$ cat config.mk
export PLATFORM = sky130hd
export DESIGN_NAME = edge_rate_generator
export DESIGN_NICKNAME = d
export VERILOG_FILES = /design/src/rtl/edge_rate_generator.sv
export SDC_FILE = /design/constraint.sdc
export NUM_CORES = 1
export LEC_CHECK = 0
export CAP_MARGIN = 20
export CORE_UTILIZATION = 40
export CTS_CLUSTER_SIZE = 28
export DETAILED_ROUTE_END_ITERATION = 10
export DONT_BUFFER_PORTS = 1
export HOLD_SLACK_MARGIN = 0.03
export PLACE_DENSITY = 0.54
export RECOVER_POWER = 100
export SYNTH_ARGS = -nofsm -noshare
export SYNTH_HDL_FRONTEND = slang
export SYNTH_SLANG_ARGS = --single-unit
$ cat constraint.sdc
create_clock -name clk -period 5.3 [get_ports clk]
set_input_delay 1.59 -clock clk [delete_from_list [all_inputs] [get_ports clk]]
set_output_delay 1.59 -clock clk [all_outputs]
set_load 0.02 [all_outputs]
$ cat src/rtl/edge_rate_generator.sv
// Purpose : evenly spaced single-cycle pulse train, N pulses per window, N given as BCD tens/units.
// Latency : rate accept -> rate_ready high = tens+2 cycles plus wait to next window boundary; signal lags its add by 1 cycle.
// Backpr. : rate_ready low while a rate is converting/pending; rate_load during that time is dropped, never queued.
//
// Ports:
//   clk, reset          - clock, asynchronous active-high reset
//   period/period_load  - new window length (0 ignored), used from the next window reload
//   rate_tens/units     - BCD edges-per-window request, digits above 9 saturate to 9
//   rate_load/ready     - rate handshake
//   signal              - generated pulse train
//   overrun             - sticky flag: last accepted rate was clamped to floor(update_period/2)
//   window_start        - only with EDGE_RATE_GENERATOR_WINDOW_STROBE_EN defined: one-cycle window-start strobe
module edge_rate_generator #(
    parameter int UPDATE_PERIOD = 1200,
    parameter int BITS          = 12
) (
    input  logic            clk,
    input  logic            reset,
    input  logic [BITS-1:0] period,
    input  logic            period_load,
    input  logic [3:0]      rate_tens,
    input  logic [3:0]      rate_units,
    input  logic            rate_load,
    output logic            rate_ready,
    output logic            signal,
    output logic            overrun
`ifdef EDGE_RATE_GENERATOR_WINDOW_STROBE_EN
    ,
    output logic            window_start
`else
`endif
);

    localparam logic [BITS-1:0] L_UPD = BITS'(UPDATE_PERIOD);
    localparam logic [BITS-1:0] L_TEN = BITS'(10);
    localparam logic [BITS-1:0] L_ONE = BITS'(1);

    typedef enum logic [1:0] {
        S_IDLE    = 2'd0,
        S_CONVERT = 2'd1,
        S_CLAMP   = 2'd2,
        S_PENDING = 2'd3
    } state_t;

    state_t          r_state;
    state_t          w_next_state;

    logic [BITS-1:0] r_update_period;
    logic [BITS-1:0] r_win_len;       // length of the window currently running
    logic [BITS-1:0] r_win_cnt;
    logic [BITS-1:0] r_acc;
    logic [BITS-1:0] r_rate;
    logic [BITS-1:0] r_bin;
    logic [3:0]      r_tens;
    logic            r_overrun;
    logic            r_signal;
    logic            r_win_start;

    logic            w_reload;
    logic [BITS:0]   w_sum;
    logic            w_ovf;
    logic [BITS-1:0] w_acc_next;
    logic [BITS-1:0] w_limit;

    function automatic logic [3:0] sat9(input logic [3:0] d);
        return (d > 4'd9) ? 4'd9 : d;
    endfunction

    // Last cycle of the window: counter reloads, next cycle is a window start.
    assign w_reload   = (r_win_cnt == L_ONE);
    assign w_sum      = {1'b0, r_acc} + {1'b0, r_rate};
    assign w_ovf      = (w_sum >= {1'b0, r_win_len});
    // Result is always below r_win_len, so modulo-2^BITS arithmetic is exact.
    assign w_acc_next = w_ovf ? (r_acc + r_rate - r_win_len) : w_sum[BITS-1:0];
    assign w_limit    = {1'b0, r_update_period[BITS-1:1]};

    // Window counter and DDA. The window length is latched at reload so a
    // mid-window period_load never disturbs the running window.
    always_ff @(posedge clk or posedge reset) begin
        if (reset) begin
            r_update_period <= L_UPD;
            r_win_len       <= L_UPD;
            r_win_cnt       <= L_UPD;
            r_acc           <= '0;
            r_signal        <= 1'b0;
            r_win_start     <= 1'b0;
        end else begin
            if (period_load && (period != '0)) begin
                r_update_period <= period;
            end
            if (w_reload) begin
                r_win_cnt <= r_update_period;
                r_win_len <= r_update_period;
                r_acc     <= '0;
            end else begin
                r_win_cnt <= r_win_cnt - L_ONE;
                r_acc     <= w_acc_next;
            end
            r_signal    <= w_ovf;
            r_win_start <= w_reload;
        end
    end

    // Rate FSM: state register.
    always_ff @(posedge clk or posedge reset) begin
        if (reset) begin
            r_state <= S_IDLE;
        end else begin
            r_state <= w_next_state;
        end
    end

    // Rate FSM: next state.
    always_comb begin
        w_next_state = r_state;
        case (r_state)
            S_IDLE:    if (rate_load) w_next_state = S_CONVERT;
            S_CONVERT: if (r_tens == 4'd0) w_next_state = S_CLAMP;
            S_CLAMP:   w_next_state = S_PENDING;
            S_PENDING: if (w_reload) w_next_state = S_IDLE;
            default:   w_next_state = S_IDLE;
        endcase
    end

    // Rate FSM: outputs.
    always_comb begin
        rate_ready = (r_state == S_IDLE);
    end

    // Rate datapath. The new rate is committed on the window's last cycle so
    // the DDA runs the very first cycle of the new window at the new rate;
    // that keeps the per-window pulse count exact across a rate change.
    always_ff @(posedge clk or posedge reset) begin
        if (reset) begin
            r_tens    <= 4'd0;
            r_bin     <= '0;
            r_rate    <= '0;
            r_overrun <= 1'b0;
        end else begin
            case (r_state)
                S_IDLE: begin
                    if (rate_load) begin
                        r_tens <= sat9(rate_tens);
                        r_bin  <= {{(BITS-4){1'b0}}, sat9(rate_units)};
                    end
                end
                S_CONVERT: begin
                    if (r_tens != 4'd0) begin
                        r_bin  <= r_bin + L_TEN;
                        r_tens <= r_tens - 4'd1;
                    end
                end
                S_CLAMP: begin
                    // Above half the period two overflows could be adjacent.
                    if (r_bin > w_limit) begin
                        r_bin     <= w_limit;
                        r_overrun <= 1'b1;
                    end else begin
                        r_overrun <= 1'b0;
                    end
                end
                S_PENDING: begin
                    if (w_reload) r_rate <= r_bin;
                end
                default: ;
            endcase
        end
    end

    assign signal  = r_signal;
    assign overrun = r_overrun;
`ifdef EDGE_RATE_GENERATOR_WINDOW_STROBE_EN
    assign window_start = r_win_start;
`else
    // Strobe is still produced internally; only the port is absent.
    logic w_win_start_unused;
    assign w_win_start_unused = r_win_start;
`endif

endmodule

==> impl_metrics.ini, run 1 <==
[run_status]
outcome = finished with violations
violations_in_the_final_reports = max-capacitance violations, max-slew violations

[routing]
wl_per_cell_microns = 16.9
drcViolationCount = 0
detailroute.via_count = 4443
route.antenna.remaining_nets = 0
drt-initial-drc-count = 168
route.detailed.vias_per_inst = 5.46
drt-pass1-iter-count = 4
wirelength_routed_mm = 13.7

[floorplanning]
initial_core_utilization_pct = 41.0
num_rows = 43
num_io_pins = 27
die_area_sq_um = 14700
coreArea_sq_um = 13900
die_height_microns = 121
fp.dieW_microns = 121

[worst_setup_path]
crit_path_cell_trace = ha_1 -> fa_1 -> a21oi_1 -> o2111ai_1 -> a41oi_1 -> xnor2_1 -> ha_1 -> a211o_1 -> or4_1 -> o41ai_2 -> nand2_1 -> a211oi_1
critPathCaptureType = flop
register_to_register_setup_slack_ns = 0.83
timing.setup.critical_path_class = flop to flop
critical-path-slowest-cell = o41ai_2
timing.critical_path.mode_cell = ha_1
crit_path_start_kind = flop
critical_path_arrival_ns = 4.69
critPathRequiredTime_ns = 5.52
max_stage_delay_ns = 0.78
worstPathMaxFanout = 10

[synth]
synth_fp_nets = 724
netlist_instances = 633
synth.cell_area_sq_um = 5700
postSynth.topFlopCell = dfrtp_1
yosys-top-cells-area = dfrtp_1 (30%), ha_1 (12%), o21ai_0 (6.0%)
synthDistinctLibCells = 59
yosysWarningCount = 0
synth_sequential_area_ratio_pct = 35.4
async_reset_ff_share_pct = 100
average_footprint_of_a_synthesized_cell_sq_um = 9.00
post-synth-top-area-fraction_pct = 29.9
synth_enable_flop_cells = 0
synth.ff_latch_count = 80
yosys.area.top_type = dfrtp_1

[pwr]
peakVddDrop_v = 0.000286
power_per_cell_area_nw_per_um2 = 346
total_leakage_power_nw = 2.75

[clock_tree]
cts_post_setup_buffers_inserted = 0
h_tree_depth_reported_by_cts = 3
cts_repair_resize_count = 0
cts_hold_buf = 0
tritoncts_buffers = 9
cts-root-to-sink-buffers = 2
clock-sinks = 80
cts_root_buf = clkbuf_16
worst_setup_hold_path_clk_slew_ns = 0.06
clock_latency_ns = 0.34
cts_tree = built

[grt]
groute.layer.met1.usage_pct = 26.6
antenna_found_initial = 0
grt.overflow.total = 0
all_layer_global_routing_usage_pct = 20.2
gr-max-usage-layer = met2
grt_start_max_net_pins = 48
globalRouteMet3Util_pct = 3.71
global_route_track_usage_on_met2_pct = 33.0
grt_pass1_vias = 4520
grt_pass1_wl_mm = 22.8

[sta]
timing.final.crit_share_pct = 84.4
clock_skew_ns = 0.00400
achievable-frequency_ghz = 0.223
layout_setup_ws_ns = 0.825
rsz0062_at_grt = no
final_hold_violation_count = 0
timing.setup.tns_ns = 0
maxSlewViolCount = 131
timing_worst_slew_pin_value_ns = 2.03
number_of_endpoints_failing_setup_at_the_final_stage = 0
slew_headroom_pct = -36.4
finalWorstPathRequiredPeriod_ns = 4.47

[placement]
gp_congestion = 0.899
post_detail_place_hpwl_mm = 10.7
port-buffer-count = 0
preCtsSetupSlack_ns = 0.888

[finish]
layout.cells.most_common_list = inv_1 (81), o21ai_0 (68), dfrtp_1 (68)
final_net_count = 720
layout.cells.most_common = inv_1
area_growth_syn_to_layout_pct = 8.37
drive_above_1_share_pct = 7.26
antenna_cells_inserted = 0

[hold_path]
hold_path_class = flop to flop

[run]
cap_viol_max_count = 3
-- where the power goes --
group,internal [W],total [W],switching (W)
Clock,0.000438,0.000680,0.000242
Combinational,0.000249,0.000661,0.000412
Sequential,0.000691,0.000794,0.000103
-- worst max-delay path: cells and delay by family (launching register included) --
family	cells	cell delay [ns]
and+or+nand+nor	2	0.69
DFF	1	0.38
xor gates and xnor gates	1	0.19
AOI/OAI and AO/OA	6	2.14
adders and majority gates	3	0.95
-- sequential cells by signal, indices dropped and copies added, names as in the netlist --
register,flops
r_acc,12
r_bin,12
r_rate,12
r_update_period,12
r_win_cnt,12
r_win_len,12
r_tens,4
r_state,2
overrun,1
signal,1
-- cell usage after synthesis, drive strengths merged, types with 15 or more instances --
| cell type | n |
|---|---|
| nor2 | 27 |
| inv | 82 |
| nor3 | 19 |
| mux2 | 15 |
| dfrtp | 68 |
| a21oi | 38 |
| clkbuf | 17 |
| nand3 | 21 |
| ha | 55 |
| nand2 | 46 |
| o21ai | 68 |
| xnor2 | 25 |
-- stage by stage --
step	cell area [sq um]	hold WS (ns)	total power [W]	std cells	util, %
after floorplan	5700	0.448	0.00130	633	-
after global placement	5890	0.501	0.00145	798	42.4
after detailed placement	5890	0.515	0.00148	798	42.4
after CTS	6210	0.528	0.00217	814	44.8
after global routing	6170	0.549	0.00228	814	44.5
final	6170	0.517	0.00214	814	44.5
-- area by class of cell --
class | instances | area [sq um]
timing repair buffer | 3 | 11.3
inverter | 82 | 309
clock buffer | 13 | 260
fill | 1405 | 7710
clock inverter | 3 | 65.1
tap | 180 | 225
multi-input combinational | 453 | 3290
sequential | 80 | 2020
-- metal layers --
layer / vias to the layer above / wire length [microns]
li1: 2234 / -
met2: 89 / 6460
met5: - / 0
met3: 18 / 447
met4: 0 / 225
met1: 2102 / 6620
-- worst paths after layout --
path / from / cells past startpoint / endpoint
worst max-delay path: r_acc[0] / 12 / r_acc[10]
worst min-delay path: r_rate[0] / 2 / r_rate[0]
worst max register to register: r_acc[0] / 12 / r_acc[10]
worst min register to register: r_rate[0] / 2 / r_rate[0]
max in group asynchronous: reset / 2 / r_win_len[3]
min in group asynchronous: reset / 1 / r_bin[9]
-- logic make-up after synthesis --
kind of cell               Yosys count  synth area share [%]
adders and majority gates           67                  16.3
and+or+nand+nor                    165                  14.8
muxes                               16                  3.21
xor gates and xnor gates            31                  4.77
buffers and inverters              100                  6.59
AOI/OAI and AO/OA                  174                  19.0
DFF                                 80                  35.4
Note: power is estimated with default switching activity, not from simulation.
==> inputs of run 2 (changes only) <==
==> constraint.sdc (replaced) <==
create_clock -name clk -period 4.3 [get_ports clk]
set_input_delay 1.29 -clock clk [delete_from_list [all_inputs] [get_ports clk]]
set_output_delay 1.29 -clock clk [all_outputs]
set_load 0.02 [all_outputs]
==> run 2 against run 1 <==
Utilization is 0.35 points higher; highest routed layer unchanged; largest cell class unchanged; clock power rose by 29%; sequential cell count did not move; worst setup slack worse by 0.47 ns; wire length down 0.23%; critical path depth stayed put; critical path type unchanged; clock skew increased by 0.0040 ns; sequential share of layout area decreased by 0.26 points; the flow still finishes with violations (max-capacitance violations, max-slew violations).
==> impl_metrics.ini, run 2 (synthesis gave the netlist of run 1 again) <==
[run_status]
outcome = finished with violations
violations_in_the_final_reports = max-capacitance violations, max-slew violations

[sta]
clock_skew_ns = 0.00796
slew_headroom_pct = -20.6
number_of_endpoints_failing_setup_at_the_final_stage = 0
rsz0062_at_grt = no
final_hold_violation_count = 0
timing.setup.tns_ns = 0
timing.final.crit_share_pct = 91.6
timing_worst_slew_pin_value_ns = 1.80
finalWorstPathRequiredPeriod_ns = 3.94
maxSlewViolCount = 40
achievable-frequency_ghz = 0.254

[pwr]
total_leakage_power_nw = 2.77
power_per_cell_area_nw_per_um2 = 429
peakVddDrop_v = 0.000380
design_power_total_w = 0.00267

[floorplanning]
coreArea_sq_um = 13900
num_rows = 43
num_io_pins = 27
initial_core_utilization_pct = 41.0
die_height_microns = 121
fp.dieW_microns = 121
die_area_sq_um = 14700

[routing]
route.antenna.remaining_nets = 0
drt-pass1-iter-count = 5
wl_per_cell_microns = 16.7
drcViolationCount = 0
wirelength_routed_mm = 13.7
detailroute.via_count = 4544
route.detailed.vias_per_inst = 5.55
drt-initial-drc-count = 243

[finish]
stdcell_area_sq_um = 6220
nFillCells = 1395
final_core_util_pct = 44.8
layout.cells.most_common = inv_1
layout.cells.most_common_list = inv_1 (81), o21ai_0 (68), dfrtp_1 (68)
area_growth_syn_to_layout_pct = 9.22
final_standard_cell_count_with_taps_included_and_fillers_excluded = 819
drive_above_1_share_pct = 8.14
antenna_cells_inserted = 0
final-seq-area_sq_um = 2020
multiInputGateArea_sq_um = 3290
final_net_count = 725

[worst_setup_path]
critPathRequiredTime_ns = 4.51
register_to_register_setup_slack_ns = 0.36
critPathCaptureType = flop
worstPathMaxFanout = 12
critical_path_arrival_ns = 4.15
timing.setup.critical_path_class = flop to flop
crit_path_start_kind = flop

[grt]
grt_pass1_wl_mm = 23.2
grt.overflow.total = 0
grt_start_max_net_pins = 48
all_layer_global_routing_usage_pct = 20.6
antenna_found_initial = 0
grt_pass1_vias = 4633

[clock_tree]
worst_setup_hold_path_clk_slew_ns = 0.06
h_tree_depth_reported_by_cts = 3
clock-sinks = 80
tritoncts_buffers = 9
clock_latency_ns = 0.35
cts-root-to-sink-buffers = 2
cts_tree = built
cts_root_buf = clkbuf_16

[placement]
gp_congestion = 0.816
post_detail_place_hpwl_mm = 10.8
port-buffer-count = 0
place_area_sq_um = 5920
placedCellCount = 802

[run]
cap_viol_max_count = 1

[hold_path]
hold_path_class = flop to flop
[run 2: final timing paths]
kind                           start            endpoint  depth (start not counted)
min in group asynchronous      reset  r_update_period[9]                          1
max                         r_acc[0]            r_acc[4]                         12
min                        r_rate[0]           r_rate[0]                          2
min reg2reg                r_rate[0]           r_rate[0]                          2
max in group asynchronous      reset            r_acc[4]                          2
max reg2reg                 r_acc[0]            r_acc[4]                         12
[run 2: per-stage QoR]
step	worst slack (ns)	hold WS, ns
after floorplan	0.504	0.448
after global placement	0.401	0.504
after detailed placement	0.304	0.506
after CTS	0.279	0.521
after global routing	0.0594	0.548
final	0.360	0.518
[run 2: repair_timing]
item	in CTS	in global routing
setup endpoints to repair	0	9
hold buffers	0	0
buffers inserted	0	0
resized for setup	0	1
[run 2: cell type report]
type	instances	area share [%]
multi-input cells	453	52.9
flip-flops and latches	80	32.4
inverters	82	4.97
clock buffers	10	3.68
well taps	180	3.62
clock inverters	6	1.73
repair buffers	8	0.724
[run 2: worst max-delay path, cell delays in order, from the launching register on]
cell	delay, ns
dfrtp_1	0.39
ha_1	0.24
fa_1	0.42
a21oi_2	0.24
o2111ai_1	0.18
a41oi_1	0.27
xnor2_1	0.18
ha_1	0.29
a211o_1	0.31
or4_1	0.44
o41a_1	0.52
o21ai_0	0.24
a21oi_1	0.08
[run 2: metal layers]
layer  vias to the layer above  GRT usage, %  share of wire [%]
met3                        11          3.43                3.2
met4                         0          6.71                1.5
li1                       2231             -                  -
met1                      2224          27.9                 49
met2                        78          33.2                 47
met5                         -             0                  0
[run 2: power breakdown]
part	internal, W	switching, W	leakage [nW]
registers	0.000851	0.000127	0.993
clock network	0.000565	0.000311	0.162
logic	0.000311	0.000505	1.62
